$ cat config.mk
export PLATFORM = sky130hd
export DESIGN_NAME = trap_pulse_gen
export DESIGN_NICKNAME = d
export VERILOG_FILES = /design/src/rtl/trap_pulse_gen_pkg.sv /design/src/rtl/trap_pulse_gen_ramp_acc.sv /design/src/rtl/trap_pulse_gen.sv
export SDC_FILE = /design/constraint.sdc
export NUM_CORES = 1
export LEC_CHECK = 0
export ABC_AREA = 1
export CORE_MARGIN = 5
export CORE_UTILIZATION = 61
export CTS_CLUSTER_SIZE = 8
export DETAILED_ROUTE_END_ITERATION = 12
export DONT_BUFFER_PORTS = 1
export MAX_ROUTING_LAYER = met4
export PLACE_DENSITY = 0.85
export SYNTH_ARGS = -nofsm -noshare
export SYNTH_HDL_FRONTEND = slang
export SYNTH_SLANG_ARGS = --single-unit
$ cat constraint.sdc
create_clock -name clk -period 19.5 [get_ports clk]
set_input_delay 4.875 -clock clk [delete_from_list [all_inputs] [get_ports clk]]
set_output_delay 4.875 -clock clk [all_outputs]
set_load 0.03 [all_outputs]
$ cat src/rtl/trap_pulse_gen_pkg.sv
// Shared types for the trapezoidal pulse generator: state enum, fraction width, sequencing helper.
// Latency: none (package only).
// Backpressure: not applicable.
package trap_pulse_pkg;

  // State encodings are visible on the phase output, so they are fixed.
  typedef enum logic [2:0] {
    IDLE  = 3'd0,
    DELAY = 3'd1,
    RISE  = 3'd2,
    HIGH  = 3'd3,
    FALL  = 3'd4,
    LOW   = 3'd5
  } tpg_state_t;

  // Fractional bits carried by the ramp steps and the accumulator.
  localparam int TPG_FRAC = 8;

  // First phase of the RISE/HIGH/FALL body that has a nonzero length (IDLE if none).
  function automatic tpg_state_t tpg_first_ramp(input logic tr_nz, input logic th_nz,
                                                input logic tf_nz);
    if (tr_nz)      return RISE;
    else if (th_nz) return HIGH;
    else if (tf_nz) return FALL;
    else            return IDLE;
  endfunction

endpackage

$ cat src/rtl/trap_pulse_gen_ramp_acc.sv
// Ramp accumulator: loads a start level, steps toward a target each cycle, saturates, forces target on last cycle.
// Latency: lvl is the combinational next value; the accumulator register updates on the same edge.
// Backpressure: none; the owner asserts load or adv only on cycles that belong to a ramp.
module tpg_ramp_acc
  import trap_pulse_pkg::*;
#(
  parameter int W = 16
) (
  input  logic         clk,
  input  logic         rst_n,
  input  logic         load,
  input  logic         adv,
  input  logic         last,
  input  logic         dn,
  input  logic [W-1:0] base,
  input  logic [W-1:0] tgt,
  input  logic [W+7:0] step,
  output logic [W-1:0] lvl
);

  localparam int AW = W + TPG_FRAC + 1;

  logic signed [AW-1:0] acc;
  logic signed [AW-1:0] acc_nxt;
  logic signed [AW-1:0] from_v;
  logic signed [AW-1:0] tgt_v;
  logic signed [AW-1:0] step_v;
  logic signed [AW-1:0] gap;

  // Next accumulator value. Saturation is decided by comparing the step against the
  // remaining distance to the target, so the sum itself can never overflow the width.
  always_comb begin
    from_v = load ? $signed({1'b0, base, {TPG_FRAC{1'b0}}}) : acc;
    tgt_v  = $signed({1'b0, tgt, {TPG_FRAC{1'b0}}});
    step_v = $signed({1'b0, step});
    gap    = dn ? (from_v - tgt_v) : (tgt_v - from_v);
    if (last || (step_v >= gap)) begin
      acc_nxt = tgt_v;
    end else if (dn) begin
      acc_nxt = from_v - step_v;
    end else begin
      acc_nxt = from_v + step_v;
    end
  end

  assign lvl = acc_nxt[W+TPG_FRAC-1:TPG_FRAC];

  // Hold the accumulator between ramp cycles.
  always_ff @(posedge clk or negedge rst_n) begin
    if (!rst_n) begin
      acc <= '0;
    end else if (load || adv) begin
      acc <= acc_nxt;
    end
  end

endmodule

$ cat src/rtl/trap_pulse_gen.sv
// Trapezoidal pulse generator (delay/rise/high/fall/low, one-shot or periodic); TRAP_PULSE_GEN_PERIOD_COUNT_EN adds a period counter.
// Latency: start sampled at edge N shows the first phase and its level after edge N; each phase lasts its length.
// Backpressure: none; start is ignored while busy, stop aborts to IDLE at the next edge and wins over start.
module trap_pulse_gen
  import trap_pulse_pkg::*;
#(
  parameter int W  = 16,
  parameter int TW = 24
) (
  input  logic          clk,
  input  logic          rst_n,
  input  logic          start,
  input  logic          stop,
  input  logic          periodic,
  input  logic [W-1:0]  iv,
  input  logic [W-1:0]  pv,
  input  logic [TW-1:0] td,
  input  logic [TW-1:0] tr,
  input  logic [TW-1:0] th,
  input  logic [TW-1:0] tf,
  input  logic [TW-1:0] tl,
  input  logic [W+7:0]  rise_step,
  input  logic [W+7:0]  fall_step,
  output logic [W-1:0]  out,
  output logic          busy,
  output logic          done,
  output logic [2:0]    phase
`ifdef TRAP_PULSE_GEN_PERIOD_COUNT_EN
  ,
  output logic [31:0]   periods
`endif
);

  tpg_state_t    state;
  tpg_state_t    nstate;
  tpg_state_t    first_ramp;
  tpg_state_t    after_fall;
  logic [TW-1:0] cnt;
  logic [TW-1:0] ncnt;
  logic [TW-1:0] cur_len;
  logic [TW-1:0] nlen;
  logic          fin;
  logic          enter;
  logic          ndone;
  logic          wrap;
  logic          accept;
  logic          ramps_zero;
  logic          idle;

  // Shadow copies of the waveform description, captured on an accepted start.
  logic [W-1:0]  iv_q, pv_q;
  logic [TW-1:0] td_q, tr_q, th_q, tf_q, tl_q;
  logic [W+7:0]  rs_q, fs_q;
  logic          per_q;

  // Working values: live inputs on the start cycle, shadows while a waveform runs.
  logic [W-1:0]  s_iv, s_pv;
  logic [TW-1:0] s_td, s_tr, s_th, s_tf, s_tl;
  logic [W+7:0]  s_rs, s_fs;
  logic          s_per;

  assign idle  = (state == IDLE);
  assign s_iv  = idle ? iv        : iv_q;
  assign s_pv  = idle ? pv        : pv_q;
  assign s_td  = idle ? td        : td_q;
  assign s_tr  = idle ? tr        : tr_q;
  assign s_th  = idle ? th        : th_q;
  assign s_tf  = idle ? tf        : tf_q;
  assign s_tl  = idle ? tl        : tl_q;
  assign s_rs  = idle ? rise_step : rs_q;
  assign s_fs  = idle ? fall_step : fs_q;
  assign s_per = idle ? periodic  : per_q;

  // Next-state and phase-counter decision. With an empty RISE/HIGH/FALL body the
  // waveform spends a single DELAY cycle at iv and then finishes.
  always_comb begin
    nstate     = state;
    ncnt       = cnt + 1'b1;
    enter      = 1'b0;
    ndone      = 1'b0;
    wrap       = 1'b0;
    accept     = 1'b0;
    ramps_zero = (s_tr == '0) && (s_th == '0) && (s_tf == '0);
    first_ramp = tpg_first_ramp(s_tr != '0, s_th != '0, s_tf != '0);
    if (!s_per)            after_fall = IDLE;
    else if (s_tl != '0)   after_fall = LOW;
    else                   after_fall = first_ramp;

    case (state)
      DELAY:   cur_len = ramps_zero ? {{(TW-1){1'b0}}, 1'b1} : s_td;
      RISE:    cur_len = s_tr;
      HIGH:    cur_len = s_th;
      FALL:    cur_len = s_tf;
      LOW:     cur_len = s_tl;
      default: cur_len = '0;
    endcase
    fin = !idle && (cnt == cur_len);

    if (stop) begin
      nstate = IDLE;
    end else if (idle) begin
      if (start) begin
        accept = 1'b1;
        enter  = 1'b1;
        nstate = ((s_td != '0) || ramps_zero) ? DELAY : first_ramp;
      end
    end else if (fin) begin
      enter = 1'b1;
      case (state)
        DELAY:   nstate = ramps_zero ? IDLE : first_ramp;
        RISE:    nstate = (s_th != '0) ? HIGH : ((s_tf != '0) ? FALL : after_fall);
        HIGH:    nstate = (s_tf != '0) ? FALL : after_fall;
        FALL: begin
          nstate = after_fall;
          wrap   = s_per && (s_tl == '0);
        end
        LOW: begin
          nstate = first_ramp;
          wrap   = 1'b1;
        end
        default: nstate = IDLE;
      endcase
      ndone = (nstate == IDLE);
    end

    if (enter)            ncnt = {{(TW-1){1'b0}}, 1'b1};
    if (nstate == IDLE)   ncnt = '0;

    case (nstate)
      RISE:    nlen = s_tr;
      FALL:    nlen = s_tf;
      default: nlen = '0;
    endcase
  end

  logic         ramp_on;
  logic         in_rise;
  logic [W-1:0] ramp_lvl;

  assign in_rise = (nstate == RISE);
  assign ramp_on = in_rise || (nstate == FALL);

  tpg_ramp_acc #(.W(W)) u_ramp (
    .clk   (clk),
    .rst_n (rst_n),
    .load  (ramp_on && enter),
    .adv   (ramp_on && !enter),
    .last  (ncnt == nlen),
    .dn    (in_rise ? (s_pv < s_iv) : (s_pv > s_iv)),
    .base  (in_rise ? s_iv : s_pv),
    .tgt   (in_rise ? s_pv : s_iv),
    .step  (in_rise ? s_rs : s_fs),
    .lvl   (ramp_lvl)
  );

  // FSM state, phase counter, shadows and registered outputs.
  always_ff @(posedge clk or negedge rst_n) begin
    if (!rst_n) begin
      state <= IDLE;
      cnt   <= '0;
      out   <= '0;
      busy  <= 1'b0;
      done  <= 1'b0;
      phase <= 3'd0;
      iv_q  <= '0;
      pv_q  <= '0;
      td_q  <= '0;
      tr_q  <= '0;
      th_q  <= '0;
      tf_q  <= '0;
      tl_q  <= '0;
      rs_q  <= '0;
      fs_q  <= '0;
      per_q <= 1'b0;
    end else begin
      state <= nstate;
      cnt   <= ncnt;
      busy  <= (nstate != IDLE);
      done  <= ndone;
      phase <= nstate;
      case (nstate)
        IDLE:       out <= iv_q;
        HIGH:       out <= s_pv;
        RISE, FALL: out <= ramp_lvl;
        default:    out <= s_iv;
      endcase
      if (accept) begin
        iv_q  <= iv;
        pv_q  <= pv;
        td_q  <= td;
        tr_q  <= tr;
        th_q  <= th;
        tf_q  <= tf;
        tl_q  <= tl;
        rs_q  <= rise_step;
        fs_q  <= fall_step;
        per_q <= periodic;
      end
    end
  end

`ifdef TRAP_PULSE_GEN_PERIOD_COUNT_EN
  // Completed-period counter: cleared by an accepted start, saturating at all ones.
  always_ff @(posedge clk or negedge rst_n) begin
    if (!rst_n) begin
      periods <= '0;
    end else if (accept) begin
      periods <= '0;
    end else if (wrap && (periods != 32'hFFFF_FFFF)) begin
      periods <= periods + 32'd1;
    end
  end
`endif

endmodule

Word-level counts from Yosys, hierarchy flattened --
Index checks and enable logic that the tools add are counted.
Operators by class: equal/unequal tests 10, magnitude comparators 3, bitwise logic cells 0, add/sub/neg operators 5, $mul 0, reductions and logical operators 24, mux-type cells 50, shifts and indexed selects 0, divide/modulo/power cells 0
Operators by type and width (number):
- 24-bit two-way mux | 11
- 24-bit case mux with 5 select lines | 1
- 24-bit nonzero test | 5
- 25-bit two-way mux | 4
- 25-bit subtractor | 3
- 24-bit zero test | 3
- 16-bit two-way mux | 4
- 24-bit equality test | 2
- 3-bit two-way mux | 16
- 16-bit case mux with 3 select lines | 1
- 24-bit case mux with 2 select lines | 1
- 25-bit adder | 1
- 25-bit greater-or-equal comparator | 1
- 24-bit by 1-bit adder with 24-bit output, second input constant | 1
- 16-bit greater-than comparator | 1
- 16-bit less-than comparator | 1
- 3-bit case mux with 5 select lines | 1
- 3-bit by 2-bit equality test with 1-bit output, second input constant | 4
- 1-bit two-way mux | 11
- 3-bit equality test, second input constant | 3
- 3-bit zero test | 3
- 1-bit logical AND | 5
- 1-bit logical OR | 4
- 3-bit by 1-bit equality test with 1-bit output, second input constant | 1
- 3 further kinds | 4
Storage, ports and cells: ROM bits 0, register bits 271, input bits 205, bits in writable memories 0, memories 0, output and inout bits 21, bits in latches 0

Depth between registers and ports, before layout --
word-level depth 27, depth in mapped cells 64

By module --
Synthesis repeated with hierarchy kept, for this count alone.
Unflattened totals: cell total of the unflattened synthesis 3262, area total of the unflattened synthesis 21938.5 um^2
Modules (own cells, without submodules):
- trap_pulse_gen | cells each 2275, times used 1, area each 15917.8 um^2
- tpg_ramp_acc | cells each 987, times used 1, area each 6020.8 um^2

Least setup slack after synthesis --
Ideal clock, no wire load.
path kind input -> register, start in tf[6], end reg out[14], arrival 11537 ps, slack 7833 ps, stages 56, data required time 19370 ps, path buffers 8, library setup time 130 ps, cells stage by stage inv_1 > nand3_1 > nand2_1 > nand2_1 > nor2_1 > nand3_1 > nor2_2 > nand3_4 > buf_6 > nand2_1 > nand2_1 > nand2_1 > nand2_1 > nor2_1 > nand2_1 > nor2_1 > nand3_2 > nand3_1 > [20 not listed] > o21ai_0 > xnor2_1 > ha_1 > nand2_1 > nor2_1 > o21ai_0 > inv_1 > o21ai_0 > nand2_1 > a221oi_1 > nand2_1 > inv_2 > nand2_2 > nor2_8 > buf_6 > nand3_1 > nand2_1 > nand4_1
Between the ends: cells in the longest elaborated chain, start to end 26
RTL lines:
- from (decl) | RTL line trap_pulse_gen.sv:20 | input logic [TW-1:0] tf,
- 24-bit two-way mux (*) | RTL line trap_pulse_gen.sv:68 | assign s_tf = idle ? tf : tf_q;
- 24-bit nonzero test | RTL line trap_pulse_gen.sv:84, trap_pulse_gen.sv:111, trap_pulse_gen.sv:112
- 3-bit two-way mux | RTL line trap_pulse_gen_pkg.sv:24 | else if (tf_nz) return FALL;
- 3-bit two-way mux | RTL line trap_pulse_gen_pkg.sv:23 | else if (th_nz) return HIGH;
- 3-bit two-way mux | RTL line trap_pulse_gen_pkg.sv:22 | if (tr_nz) return RISE;
- 3-bit two-way mux | RTL line trap_pulse_gen.sv:86 | else if (s_tl != '0) after_fall = LOW;
- 3-bit two-way mux | RTL line trap_pulse_gen.sv:85 | if (!s_per) after_fall = IDLE;
- 3-bit two-way mux | RTL line trap_pulse_gen.sv:111, trap_pulse_gen.sv:112
- [10 not listed]
- 1-bit logical AND | RTL line trap_pulse_gen.sv:146 | .load (ramp_on && enter),
- 25-bit two-way mux | RTL line trap_pulse_gen_ramp_acc.sv:33 | from_v = load ? $signed({1'b0, base, {TPG_FRAC{1'b0}}}) : acc;
- 25-bit subtractor | RTL line trap_pulse_gen_ramp_acc.sv:36 | gap = dn ? (from_v - tgt_v) : (tgt_v - from_v);
- 25-bit two-way mux | RTL line trap_pulse_gen_ramp_acc.sv:36
- 25-bit greater-or-equal comparator | RTL line trap_pulse_gen_ramp_acc.sv:37 | if (last || (step_v >= gap)) begin
- 1-bit logical OR | RTL line trap_pulse_gen_ramp_acc.sv:37
- 25-bit two-way mux | RTL line trap_pulse_gen_ramp_acc.sv:37
- 16-bit case mux with 3 select lines (*) | RTL line trap_pulse_gen.sv:181 | case (nstate)
- to (signal assigned) | RTL line trap_pulse_gen.sv:182 | IDLE: out <= iv_q;
- to (signal assigned) | RTL line trap_pulse_gen.sv:183 | HIGH: out <= s_pv;
- to (signal assigned) | RTL line trap_pulse_gen.sv:184 | RISE, FALL: out <= ramp_lvl;
- to (decl) | RTL line trap_pulse_gen.sv:24 | output logic [W-1:0] out,
Every way passes the cells marked *; elsewhere a longest branch is shown, timed or not. The select of a mux whose other input is x is not followed. A chain may end at the register's enable or synchronous reset.

Final worst setup path --
start in tf[1], end reg u_ramp.acc[6]
Between the ends: cells in the longest elaborated chain, start to end 25
RTL lines:
- 24-bit two-way mux (*) | RTL line trap_pulse_gen.sv:68
- 24-bit nonzero test | RTL line trap_pulse_gen.sv:84, trap_pulse_gen.sv:111, trap_pulse_gen.sv:112
- 3-bit two-way mux | RTL line trap_pulse_gen_pkg.sv:24
- 3-bit two-way mux | RTL line trap_pulse_gen_pkg.sv:23
- 3-bit two-way mux | RTL line trap_pulse_gen_pkg.sv:22
- 3-bit two-way mux | RTL line trap_pulse_gen.sv:86
- 3-bit two-way mux | RTL line trap_pulse_gen.sv:85
- 3-bit two-way mux | RTL line trap_pulse_gen.sv:111, trap_pulse_gen.sv:112
- [9 not listed]
- 1-bit logical OR | RTL line trap_pulse_gen.sv:141 | assign ramp_on = in_rise || (nstate == FALL);
- 1-bit logical AND | RTL line trap_pulse_gen.sv:146
- 25-bit two-way mux | RTL line trap_pulse_gen_ramp_acc.sv:33
- 25-bit subtractor | RTL line trap_pulse_gen_ramp_acc.sv:36
- 25-bit two-way mux | RTL line trap_pulse_gen_ramp_acc.sv:36
- 25-bit greater-or-equal comparator | RTL line trap_pulse_gen_ramp_acc.sv:37
- 1-bit logical OR | RTL line trap_pulse_gen_ramp_acc.sv:37
- 25-bit two-way mux | RTL line trap_pulse_gen_ramp_acc.sv:37
- to (signal assigned) | RTL line trap_pulse_gen_ramp_acc.sv:53 | acc <= acc_nxt;
- to (decl) | RTL line trap_pulse_gen_ramp_acc.sv:23 | logic signed [AW-1:0] acc;
Marked as above.

==> results summary <==
The effective utilization at floorplan is 0.612. In this run the tightest slew margin relative to its limit is 0.237. The proportion of synthesized chip area in sequential cells came out at 0.323. The clock drives 271 sinks. The count of max-cap constraint violations is 0. In this run, synthesis produced a sequential element count of 271. The post-detailed-route via-to-cell ratio is about 5.9. The number of setup violations in the final report came out at 0. The cell that appears most often on the critical path is sky130_fd_sc_hd__nand2_1.

The flow ran to the end, and the final reports show no timing, DRC or antenna violations. After routing the design area is 22200 um^2. The number of standard-cell rows in the floorplan is 68.

The die width is just under 200 um. The library cells used most frequently in the layout, excluding fill and tap cells, are sky130_fd_sc_hd__nand2_1, sky130_fd_sc_hd__inv_1, sky130_fd_sc_hd__o21ai_0. The standard cell with the maximum stage delay on the critical path is sky130_fd_sc_hd__buf_4.

After global routing the overflow that remains totals 0. The required time at the worst-slack endpoint came out at 19940 ps. For this design the top-level I/O count stands at 226. The number of port buffers came out at 0. The H-tree depth came out at 2.

The synthesis-to-finish area growth is 5.58%. The worst path in the final design needs a cycle of 14360 ps, including I/O delays and setup. Across all layers, the routed design uses 20600 vias. Setup repair after global routing left no endpoint under its margin. The average footprint of a synthesized cell is 6.82 um^2. The number of nets in the synthesized netlist is ~3400. The die span in y is 195 um. The area inside the core boundary came out at ~34000 um^2.

For this run, the number of Yosys warnings is 0. The clock slew at the register clock pins of the worst setup and hold paths came out at 50 ps. The number of placed instances, taps included is between 3000 and 4000. The count of TritonRoute iterations in the first routing pass is 6. The count of unique library cells instantiated by Yosys is 54. In the final routed layout, each cell accounts on average for around 20 um. The root buffer cell chosen for the clock tree is sky130_fd_sc_hd__clkbuf_16. The clock latency reported for the late side of the worst-skew pair is 540 ps. The area enclosed by the die boundary is 38200 um^2.

STA classifies the critical path endpoint as a register. Yosys mapped a number of flops with a built-in enable equal to 0. The number of nets still failing antenna checks after routing is 0.

The post-cts gate resize count is 0. The total CTS buffers is 40. The final number of max-transition violations is 0. The actual slew at the worst max-slew pin came out at between 1000 and 1500 ps. The final net count is 3302. The most used flip-flop cell after synthesis is sky130_fd_sc_hd__dfrtp_1. For this block, the initial DRC count from the detailed router was ~1700.

The maximum number of pins on one net before global-route repair came out at 272. The number of antenna violations at the first check in global routing is 0. The weighted congestion reported at the end of routability-driven placement came out at approximately 1.1.

The upper clock frequency limit came out at between 60 and 70 MHz. The gate count after technology mapping is approximately 3100. The fraction of the cycle the final worst path needs is 0.737. Across every metal layer, demand over resource in global routing totals 0.360.

For the worst setup path, the data arrival time is 14800 ps. Leaving out fill and tap cells, the most frequent cell in the layout is sky130_fd_sc_hd__nand2_1. The total inserted antenna cells is 0.

The number of standard cells in the final layout excluding fillers came out at 3460. The number of global-route vias before repair is 19900. On the worst path, the slowest cell contributes a delay of 860 ps.

The type of the worst min-delay path is register to register. Of all nets on the critical path, the largest fanout is 107. The setup fix buffers added after clock tree synthesis came out at 0. After clock tree synthesis, the flow added hold-fix buffers numbering 0.

The sum of routed wire length over all layers came out at around 69 mm. The maximum count of clock buffers along a single path came out at 3. TritonCTS built the clock tree. The total placed instance area is 21100 um^2.

The sort of element at the start of the critical path is an input port. The post-DP HPWL came out at between 50 and 60 mm. After filler insertion, the fill cell instance count of the layout stands at 3066. The class of the most critical setup path is input port to register. The wire length of the first global-routing pass came out at 107 mm. The proportion of layout cells with a drive suffix above 1 came out at 0.0642.

The total standard cell area after synthesis is 21000 um^2. The share of flip-flops with an asynchronous set or reset is 1.00. Measured on the finished design, the core utilization comes to 0.646.

The detailed-route DRC error count came out at 0. The hold violation total from the final report is 0. Clock skew on the completed layout was measured at 35.2 ps. The accumulated negative setup slack is 0 ps.
## cell usage after synthesis (all sizes together) (20+ instances only)
master,count,area (um^2)
ha,95,1190
nand2,885,3360
nor2,220,875
nand4,45,282
clkbuf,92,345
dfrtp,271,6780
a221oi,20,175
o211ai,20,150
xor2,70,613
buf,40,277
inv,439,1650
mux2i,29,290
o21ai,368,1860
o22ai,48,300
nand3,152,796
mux2,59,664
a21oi,106,531
## cells by family (layout without fill, tap and decap cells)
| group | after synthesis | in the layout | share of synthesized area |
|---|---|---|---|
| buffers and inverters | 575 | 505 | 0.109 |
| DFF | 271 | 271 | 0.323 |
| adders and majority gates | 97 | 97 | 0.0586 |
| AOI/OAI and AO/OA | 608 | 608 | 0.160 |
| xor gates and xnor gates | 85 | 85 | 0.0355 |
| muxes | 88 | 88 | 0.0455 |
| and+or+nand+nor | 1351 | 1351 | 0.268 |
## final timing paths
kind	startpoint	to	slack, ps	cells after the start
worst max-delay path	tf[1]	u_ramp.acc[6]	5140	49
worst min-delay path	u_ramp.acc[18]	u_ramp.acc[18]	480	2
worst max register to register	state[0]	u_ramp.acc[6]	6580	53
worst min register to register	u_ramp.acc[18]	u_ramp.acc[18]	480	2
max in group asynchronous	rst_n	cnt[16]	14510	0
min in group asynchronous	rst_n	fs_q[13]	4040	0
## per-stage QoR
| step | setup WS (ps) | hold WS (ps) |
|---|---|---|
| floorplan | 7830 | 448 |
| global placement | 5020 | 461 |
| detailed placement | 4780 | 466 |
| CTS | 5280 | 479 |
| global route | 4320 | 494 |
| finish | 5140 | 481 |
## routing by layer
metal | global-route usage | wire length, um | up-vias
met3 | 0.0506 | 4570 | 203
met2 | 0.602 | 33600 | 862
met5 | - | 0 | -
met4 | 0.164 | 3750 | 0
met1 | 0.434 | 26900 | 9706
li1 | - | - | 9790
## state kept, by name (all words and copies together) (netlist names), 24 cells and up
name        flops
cnt            24
fs_q           24
rs_q           24
td_q           24
tf_q           24
th_q           24
tl_q           24
tr_q           24
u_ramp.acc     25
## cell type report
| cell class | count | area, um^2 | share of cell area |
|---|---|---|---|
| clock inverters | 2 | 25.0 | 0.00113 |
| inverters | 443 | 1660 | 0.0751 |
| flip-flops and latches | 271 | 6780 | 0.306 |
| multi-input cells | 2229 | 11900 | 0.539 |
| repair buffers | 15 | 113 | 0.00508 |
| clock buffers | 45 | 1060 | 0.0480 |
| well taps | 455 | 569 | 0.0257 |
## worst max-delay path: cells and delay by family
| kind | cells | cell delay (ps) |
|---|---|---|
| simple gates | 31 | 5620 |
| compound gates | 10 | 2220 |
| buf+inv | 5 | 1170 |
| fa+ha+maj | 2 | 670 |
| xor+xnor | 1 | 210 |
Power is left out: the tool's default activity adds up to more than one toggle a clock period on the data nets, which glitch-free logic cannot reach.
